==> src/rtl/mem_port_arbiter.sv <==
// Shares one memory port between instruction fetch and the LSU, one transaction at a time,
// with a per-transaction timeout abort. Define ARB_RR_EN for round-robin, else LSU has priority.
module mem_port_arbiter #(
    parameter int unsigned ADDR_W         = 32,
    parameter int unsigned DATA_W         = 32,
    parameter int unsigned TIMEOUT_CYCLES = 255
) (
    input  logic              i_clk,
    input  logic              i_reset,
    input  logic              i_if_req,
    input  logic [ADDR_W-1:0] i_if_addr,
    output logic              o_if_gnt,
    output logic              o_if_rvalid,
    output logic [DATA_W-1:0] o_if_rdata,
    input  logic              i_ls_req,
    input  logic [ADDR_W-1:0] i_ls_addr,
    input  logic              i_ls_wren,
    input  logic [DATA_W-1:0] i_ls_wdata,
    input  logic [3:0]        i_ls_bmask,
    output logic              o_ls_gnt,
    output logic              o_ls_rvalid,
    output logic [DATA_W-1:0] o_ls_rdata,
    output logic              o_err,
    output logic              o_mem_req,
    output logic [ADDR_W-1:0] o_mem_addr,
    output logic              o_mem_wren,
    output logic [DATA_W-1:0] o_mem_wdata,
    output logic [3:0]        o_mem_bmask,
    input  logic              i_mem_ack,
    input  logic [DATA_W-1:0] i_mem_rdata
);

    localparam int unsigned CNT_W = $clog2(TIMEOUT_CYCLES + 1);
    localparam logic [CNT_W-1:0] CNT_LAST = CNT_W'(TIMEOUT_CYCLES - 1);

    typedef enum logic {StIdle, StBusy} state_e;

    state_e             state_q, state_d;
    logic [CNT_W-1:0]   cnt_q;
    logic               owner_ls_q;
    logic               last_ls_q;
    logic [ADDR_W-1:0]  mem_addr_q;
    logic               mem_wren_q;
    logic [DATA_W-1:0]  mem_wdata_q;
    logic [3:0]         mem_bmask_q;
    logic               if_rvalid_q, ls_rvalid_q, err_q;
    logic [DATA_W-1:0]  if_rdata_q, ls_rdata_q;

    logic               idle, busy, ls_pick, grant_if, grant_ls, timeout, done;
    logic [DATA_W-1:0]  resp_data;

    always_comb begin
        // Grants stay low while reset is held so every output reads 0 during reset.
        idle = (state_q == StIdle) && !i_reset;
        busy = (state_q == StBusy);
`ifdef ARB_RR_EN
        ls_pick = i_ls_req && (!i_if_req || !last_ls_q);
`else
        ls_pick = i_ls_req;
`endif
        grant_ls  = idle && ls_pick;
        grant_if  = idle && i_if_req && !ls_pick;
        timeout   = busy && !i_mem_ack && (cnt_q == CNT_LAST);
        done      = busy && (i_mem_ack || timeout);
        resp_data = (i_mem_ack && !mem_wren_q) ? i_mem_rdata : '0;
    end

    always_comb begin
        state_d = state_q;
        case (state_q)
            StIdle:  if (grant_if || grant_ls) state_d = StBusy;
            StBusy:  if (done) state_d = StIdle;
            default: state_d = StIdle;
        endcase
    end

    always_ff @(posedge i_clk or posedge i_reset) begin
        if (i_reset) begin
            state_q     <= StIdle;
            cnt_q       <= '0;
            owner_ls_q  <= 1'b0;
            last_ls_q   <= 1'b0;
            mem_addr_q  <= '0;
            mem_wren_q  <= 1'b0;
            mem_wdata_q <= '0;
            mem_bmask_q <= '0;
            if_rvalid_q <= 1'b0;
            ls_rvalid_q <= 1'b0;
            err_q       <= 1'b0;
            if_rdata_q  <= '0;
            ls_rdata_q  <= '0;
        end else begin
            state_q     <= state_d;
            if_rvalid_q <= 1'b0;
            ls_rvalid_q <= 1'b0;
            err_q       <= 1'b0;
            if (grant_if || grant_ls) begin
                owner_ls_q  <= grant_ls;
                last_ls_q   <= grant_ls;
                cnt_q       <= '0;
                mem_addr_q  <= grant_ls ? i_ls_addr : i_if_addr;
                mem_wren_q  <= grant_ls && i_ls_wren;
                mem_wdata_q <= grant_ls ? i_ls_wdata : '0;
                mem_bmask_q <= grant_ls ? i_ls_bmask : 4'h0;
            end else if (busy && !done) begin
                cnt_q <= cnt_q + CNT_W'(1);
            end
            if (done) begin
                err_q <= !i_mem_ack;
                if (owner_ls_q) begin
                    ls_rvalid_q <= 1'b1;
                    ls_rdata_q  <= resp_data;
                end else begin
                    if_rvalid_q <= 1'b1;
                    if_rdata_q  <= resp_data;
                end
            end
        end
    end

    assign o_if_gnt    = grant_if;
    assign o_ls_gnt    = grant_ls;
    assign o_if_rvalid = if_rvalid_q;
    assign o_if_rdata  = if_rdata_q;
    assign o_ls_rvalid = ls_rvalid_q;
    assign o_ls_rdata  = ls_rdata_q;
    assign o_err       = err_q;
    assign o_mem_req   = busy;
    assign o_mem_addr  = mem_addr_q;
    assign o_mem_wren  = mem_wren_q;
    assign o_mem_wdata = mem_wdata_q;
    assign o_mem_bmask = mem_bmask_q;

endmodule

==> config.mk <==
export PLATFORM = sky130hd
export DESIGN_NAME = mem_port_arbiter
export DESIGN_NICKNAME = d
export VERILOG_FILES = /design/src/rtl/mem_port_arbiter.sv
export SDC_FILE = /design/constraint.sdc
export NUM_CORES = 1
export LEC_CHECK = 0
export CORE_MARGIN = 5
export CORE_UTILIZATION = 45
export CTS_CLUSTER_DIAMETER = 60
export DETAILED_ROUTE_END_ITERATION = 10
export PLACE_DENSITY_LB_ADDON = 0.25
export SYNTH_ARGS = -nofsm -noshare
export SYNTH_HDL_FRONTEND = slang
export SYNTH_SLANG_ARGS = --single-unit
==> constraint.sdc <==
create_clock -name i_clk -period 6.8 [get_ports i_clk]
set_input_delay 0.68 -clock i_clk [delete_from_list [all_inputs] [get_ports i_clk]]
set_output_delay 0.68 -clock i_clk [all_outputs]
set_load 0.03 [all_outputs]
Yosys cells after proc, flatten, opt, wreduce, memory -nomap -nowiden
Index checks and enable logic that the tools add are counted.
{"block": "word_totals", "regBits": 146, "input_bits": 138, "output_inout_bits": 139, "elab_cells": 50}
{"block": "classes", "n_addsub": 1, "n_eq_ne": 1, "muxes": 14, "bitwise": 2, "n_reduce_logical": 20}
{"op": "2-to-1 mux 32 bit", "count": 3}
{"op": "2-to-1 mux 8 bit", "count": 2}
{"op": "logical AND 1 bit", "count": 10}
{"op": "adder 8 x 1 -> 8 bit, second input constant", "count": 1}
{"op": "== test 8 bit, second input constant", "count": 1}
{"op": "2-to-1 mux 1 bit", "count": 7}
{"op": "logical NOT 1 bit", "count": 5}
{"op": "2-to-1 mux 4 bit", "count": 1}
{"op": "AND reduction 2 bit", "count": 2}
{"op": "logical OR 1 bit", "count": 2}
{"op": "inverter 1 bit", "count": 2}
{"op": "case mux 1 bit (2 select lines)", "count": 1}
{"op": "nonzero test 2 bit", "count": 1}

Logic depth before layout (Yosys ltp)
Gate-level depths: netlist of the first run.
{"block": "logic_depth", "word_depth": 9, "depth_mapped": 7, "ltp_nobuf": 5}

Worst setup path before layout of the first run
Ideal clock, no wire load.
{"block": "synth_timing", "path_type": "input -> output", "startpoint": "input i_reset", "endpoint": "output o_if_gnt", "arrival_time_ps": 1769, "required_ps": 6120, "setup_slack_ps": 4351, "path_stages": 4, "path_buffers": 2, "cell_sequence": "or3b_1 -> clkbuf_1 -> clkbuf_1 -> nor2_1"}
{"block": "synth_via", "elab_chain_cells": 4}
{"item": "start, declared", "line_no": "9", "rtl": "input logic i_reset,"}
{"item": "logical NOT 1 bit (no source line)"}
{"item": "logical AND 1 bit", "line_no": "54", "rtl": "idle = (state_q == StIdle) && !i_reset;"}
{"item": "logical AND 1 bit (2 in series)", "line_no": "62", "rtl": "grant_if = idle && i_if_req && !ls_pick;"}
{"item": "end, declared", "line_no": "12", "rtl": "output logic o_if_gnt,"}
Every way passes these cells.

Worst setup path in the final report of the first run
{"block": "layout_timing", "startpoint": "input i_reset", "endpoint": "output o_ls_gnt"}
{"block": "layout_via", "elab_chain_cells": 3}
{"item": "logical NOT 1 bit (no source line)"}
{"item": "logical AND 1 bit", "line_no": "54"}
{"item": "logical AND 1 bit", "line_no": "61", "rtl": "grant_ls = idle && ls_pick;"}
{"item": "end, declared", "line_no": "20", "rtl": "output logic o_ls_gnt,"}
Every way passes these cells.

==> impl_metrics.toml, run 1 <==
[status]
status = "completed"

[clocking]
cts_buffers = 17
ctsHoldBuffers = 0
clk_path_buf_depth = 2
cts.sinks = 146
path_clk_slew_ps = 60
post_cts_buffers = 0
root_buffer = "clkbuf_16"
clkLatencyLatePin_ps = 410
h-tree-depth = 4
tritoncts = "yes"
cts-resized-gates = 0

[floorplanning]
die_h_um = 128
die_area_um2 = 16300
fp.dieW_um = 128
io_pins = 277
core_region_area_um2 = 13800
rows = 43
initial_core_util_pct = 45.4

[power_and_ir_drop]
powerDensity_nw_per_um2 = 402
power.internal_mw = 2.48
p_sw_share_pct = 36.4
p_leak_nw = 4.23
pwr-share-clk_pct = 24.6
comb_power_share_pct = 41.7
vdd_drop_max_mv = 0.166
p_seq_share_pct = 33.7
p_sw_mw = 1.42

[grt]
grt_pass1_wl_um = 30400
overflow = 0
grt_usage_pct = 23.5
grt_max_degree = 78
grt_pass1_vias = 5805
antenna_found_initial = 0

[critical_path]
crit_top_cell = "clkdlybuf4s50_1"
cpPeakStageDelay_ps = 710
path_cells = "clkdlybuf4s50_1, or3b_2, buf_4, clkinv_4, clkdlybuf4s50_1"
end_kind = "output port"
start_kind = "input pin"
arrival_ps = 3180
path_class = "in2out"
cp_slowest_cell = "clkdlybuf4s50_1"
cp.required_ps = 6120
worstPathMaxFanout = 72

[synthesis]
synth_nets = 685
ys_ff_latch = 146
yosys.cell_types.count = 35
syn_area_um2 = 6250
yosys_warnings = 0
yosysSeqAreaShare_pct = 58.5
synth-main-ff-cell = "dfrtp_1"
synth_edf_count = 0
yosys.area.top_type = "dfrtp_1"
netlist_top_cells_area = "dfrtp_1 58%, a22o_1 14%, a21o_1 7.7%, nand2_1 4.1%, a31oi_1 3.3%"
syn_area_per_cell_um2 = 11.5
synth_top_cell_area_share_pct = 58.5
syn_inst = 545
async_flop_share_pct = 100

[placed_design]
hpwl_um = 13300
gp_congestion = 0.818
dp_cells = 964
port_buffers = 276

[finish]
fin_nets = 943
stdcell_count = 995
n_antenna_cell = 0
post-route-util_pct = 70.3
syn_to_final_growth_pct = 55.0
drive_gt1_share_pct = 5.89

[timing]
slew_violations = 0
rsz0062_at_grt = "no"
slew_headroom_pct = 40.2
fin_crit_sh_pct = 56.8
max_freq_mhz = 259
whs_ps = 498
fin_tns_setup_ps = 0
finClkSkew_ps = 12.8
finalSetupViolCount = 0
worst_pin_slew_ps = 897
finalHoldViolations = 0
final.min_clock_period_ps = 3860

[route]
drt_iter0_markers = 486
drcViolationCount = 0
wirelength_um = 19200
num_vias = 5509
vias_per_cell = 5.54
first_pass_iters = 5
ant_nets = 0
wire_per_inst_um = 19.3

[hold_path]
hp-class = "reg2reg"

[run]
cap_viol_max_count = 0
[final cells by class]
| type | instances | area, um^2 |
|---|---|---|
| Fill cell | 1037 | 4090 |
| Sequential cell | 146 | 3650 |
| Timing Repair Buffer | 286 | 2840 |
| Multi-Input combinational cell | 348 | 2340 |
| Clock buffer | 21 | 470 |
| Tap cell | 180 | 225 |
| Clock inverter | 10 | 133 |
| Inverter | 4 | 25.0 |
[synth_stat cells, types with 3 or more instances]
master and count:
nand2_1 69, mux2i_1 5, buf_6 9, inv_1 3
and3_1 4, dfrtp_1 146, nor2_1 35, buf_2 13
a31oi_1 33, a22o_1 101, clkbuf_1 24, a21o_1 64
nand3_1 7
[critical path, delay by kind of cell]
kind                   cells  cell delay (ps)
AND/OR/NAND/NOR            1              180
buffers and inverters      4             2310
[through the flow]
stage / cell area, um^2 / worst slack (ps) / power, mW
global placement: 9080 / 2980 / 2.91
global route: 9690 / 2770 / 4.07
finish: 9690 / 2940 / 3.90
floorplan: 6250 / 2200 / 2.24
CTS: 9690 / 2930 / 3.93
detailed placement: 9080 / 2940 / 2.96
[layout by cell type (no fill, tap or decap), types with 2 or more instances in the layout]
| cell | instances |
|---|---|
| o21ai_0 | 2 |
| buf_4 | 10 |
| nand2b_1 | 2 |
| bufinv_16 | 3 |
| dfrtp_1 | 146 |
| mux2i_1 | 5 |
| and3_1 | 4 |
| clkinv_2 | 5 |
| o211ai_1 | 2 |
| nand2_1 | 69 |
| and4_1 | 2 |
| or3_1 | 2 |
| a22o_1 | 101 |
| nor2_1 | 35 |
| clkbuf_16 | 17 |
| o2111ai_1 | 2 |
| nor2b_1 | 2 |
| ha_1 | 2 |
| a21o_1 | 64 |
| clkinv_4 | 3 |
| nand4_1 | 2 |
| a31oi_1 | 33 |
| inv_1 | 2 |
| clkbuf_8 | 3 |
| nand3_1 | 7 |
| clkdlybuf4s50_1 | 276 |
[sequential cells by signal (all words and copies together) (netlist names), 4 cells and up]
name / flops
cnt_q: 8
o_if_rdata: 32
o_mem_bmask: 4
o_mem_addr: 32
o_ls_rdata: 32
o_mem_wdata: 32
[path summary, 6_finish.rpt]
check / startpoint / end / slack [ps] / cells after the start
setup / recovery: i_reset / o_ls_gnt / 2940 / 5
hold / removal: o_mem_wdata[1]$_DFFE_PP0N_ / o_mem_wdata[1]$_DFFE_PP0N_ / 500 / 1
setup reg to reg: o_mem_req$_DFF_PP0_ / o_mem_bmask[3]$_DFFE_PP0N_ / 4060 / 6
hold reg to reg: o_mem_wdata[1]$_DFFE_PP0N_ / o_mem_wdata[1]$_DFFE_PP0N_ / 500 / 1
max in group asynchronous: i_reset / o_ls_rdata[4]$_DFFE_PP0P_ / 4560 / 3
min in group asynchronous: i_reset / o_mem_addr[27]$_DFFE_PP0N_ / 860 / 2
[routing by layer]
| layer | vias to the layer above | track usage (%) | part of all wire [%] |
|---|---|---|---|
| li1 | 2524 | - | - |
| met1 | 2714 | 29.0 | 40 |
| met2 | 254 | 39.6 | 50 |
| met3 | 17 | 8.04 | 8.8 |
| met4 | 0 | 6.24 | 1.2 |
| met5 | - | 0 | 0 |
[cells by family (layout without fill, tap and decap cells)]
family          Yosys count  after routing  synth area share, %
fa+ha+maj                 2              2                0.400
simple gates            133            133                 9.51
mux                       5              5                0.801
flops                   146            146                 58.5
compound gates          208            208                 26.3
buf+inv                  51            321                 4.48
[power groups by stage]
stage / combinational, mW / clock, mW / sequential, mW
2_1_floorplan: 0.471 / 0 / 1.77
3_3_place_gp: 1.61 / 0 / 1.30
3_5_place_dp: 1.64 / 0 / 1.32
4_1_cts: 1.64 / 0.973 / 1.31
5_1_grt: 1.71 / 1.01 / 1.35
6_report: 1.63 / 0.957 / 1.31
No activity file was read; power rests on OpenSTA's default activity.
==> inputs of run 2 (changes only) <==
- CORE_UTILIZATION: 45 -> 42
- clock period: 6.8 -> 4 ns (I/O delays scaled with it)
==> impl_metrics.toml, run 2 (synthesized netlist as in run 1, its figures left out) <==
[clocking]
clkLatencyLatePin_ps = 410
ctsHoldBuffers = 0
cts.sinks = 146
cts-resized-gates = 0
path_clk_slew_ps = 60
post_cts_buffers = 0
h-tree-depth = 4
root_buffer = "clkbuf_16"
clk_path_buf_depth = 2
cts_buffers = 17
tritoncts = "yes"

[timing]
slew_headroom_pct = 56.7
slew_violations = 0
finalSetupViolCount = 0
max_freq_mhz = 342
fin_crit_sh_pct = 73.1
worst_pin_slew_ps = 650
final.min_clock_period_ps = 2920
rsz0062_at_grt = "no"
finClkSkew_ps = 5.40
fin_tns_setup_ps = 0
finalHoldViolations = 0

[grt]
antenna_found_initial = 0
grt_usage_pct = 21.8
overflow = 0
grt_max_degree = 91
grt_pass1_vias = 5798
grt_pass1_wl_um = 31200

[placed_design]
place_area_um2 = 9110
port_buffers = 276
hpwl_um = 13400
gp_congestion = 0.839

[route]
ant_nets = 0
first_pass_iters = 4
wire_per_inst_um = 19.1
drcViolationCount = 0
drt_iter0_markers = 291
vias_per_cell = 5.54
wirelength_um = 19100
num_vias = 5541

[finish]
n_antenna_cell = 0
regArea_um2 = 3650
fin_nets = 944
drive_gt1_share_pct = 6.00
final_area_um2 = 9690
nFillCells = 1128
syn_to_final_growth_pct = 55.1
multi_input_area_um2 = 2340
final_cell_mix = "276 x clkdlybuf4s50_1, 146 x dfrtp_1, 101 x a22o_1, 69 x nand2_1, 64 x a21o_1"
post-route-util_pct = 66.4
layout_commonest_cell = "clkdlybuf4s50_1"

[hold_path]
hp-class = "in2async"

[critical_path]
arrival_ps = 2520
cp_top_family = "buffers and inverters"
cp.required_ps = 3600
end_kind = "output port"
path_cells = "or3b_2, clkinv_4, clkdlybuf4s50_1"
start_kind = "register"
worstPathMaxFanout = 40
path_class = "reg2out"
cp_slowest_cell = "clkdlybuf4s50_1"
r2r-start = "cnt_q[0]$_DFFE_PP0P_"
cpPeakStageDelay_ps = 750
worstSetupStartpoint = "o_mem_req$_DFF_PP0_"
worst-path-buf-inv = 2

[power_and_ir_drop]
vdd_drop_max_mv = 0.289
p_leak_nw = 4.22
powerDensity_nw_per_um2 = 678

[floorplanning]
rows = 44
initial_core_util_pct = 42.8
die_h_um = 132
fp.dieW_um = 132
io_pins = 277
core_region_area_um2 = 14600
die_area_um2 = 17400

[status]
status = "completed"

[run]
cap_viol_max_count = 0
==> run 2: final timing paths <==
check / endpoint / slack [ps] / cells after the start
hold / removal: o_mem_addr[19]$_DFFE_PP0N_ / 420 / 2
hold reg to reg: o_mem_wdata[6]$_DFFE_PP0N_ / 500 / 1
setup / recovery: o_ls_gnt / 1080 / 3
setup reg to reg: o_ls_rdata[2]$_DFFE_PP0P_ / 1780 / 6
max in group asynchronous: o_ls_rdata[18]$_DFFE_PP0P_ / 2700 / 3
min in group i_clk: o_mem_wdata[6]$_DFFE_PP0N_ / 500 / 1
==> run 2: per-layer routing <==
layer,vias to the layer above,GRT usage [%],routed length [um]
met5,-,0,0
met4,0,8.17,515
met3,39,8.36,1680
met2,237,35.3,9230
met1,2740,26.6,7690
li1,2525,-,-
==> run 2: cell type report <==
| class | instances | area share [%] |
|---|---|---|
| Sequential cell | 146 | 37.7 |
| Inverter | 4 | 0.245 |
| Multi-Input combinational cell | 348 | 24.2 |
| Clock inverter | 12 | 1.45 |
| Timing Repair Buffer | 287 | 29.5 |
| Clock buffer | 19 | 4.57 |
| Tap cell | 184 | 2.38 |
==> run 2: worst register-to-register path: cells and delay by family (launching register included) <==
| family | cells | cell delay [ps] |
|---|---|---|
| DFF | 1 | 420 |
| buffers and inverters | 2 | 570 |
| and+or+nand+nor | 1 | 220 |
| adders and majority gates | 1 | 240 |
| AOI/OAI and AO/OA | 2 | 690 |
==> run 2: power breakdown <==
part | switching (mW) | internal (mW) | leakage (nW)
Combinational | 1.47 | 1.29 | 2.26
Clock | 0.586 | 0.984 | 0.288
Sequential | 0.340 | 1.90 | 1.68
Total | 2.39 | 4.18 | 4.22
==> run 2: stage by stage <==
step / setup slack (ps) / hold WS, ps / power, mW / cells
final: 1080 / 422 / 6.57 / 1000
after global routing: 963 / 443 / 6.87 / 1000
after CTS: 1040 / 403 / 6.63 / 1000
after detailed placement: 1090 / 481 / 5.02 / 969
after global placement: 1130 / 481 / 4.95 / 969
after floorplan: 1770 / 481 / 3.81 / 545
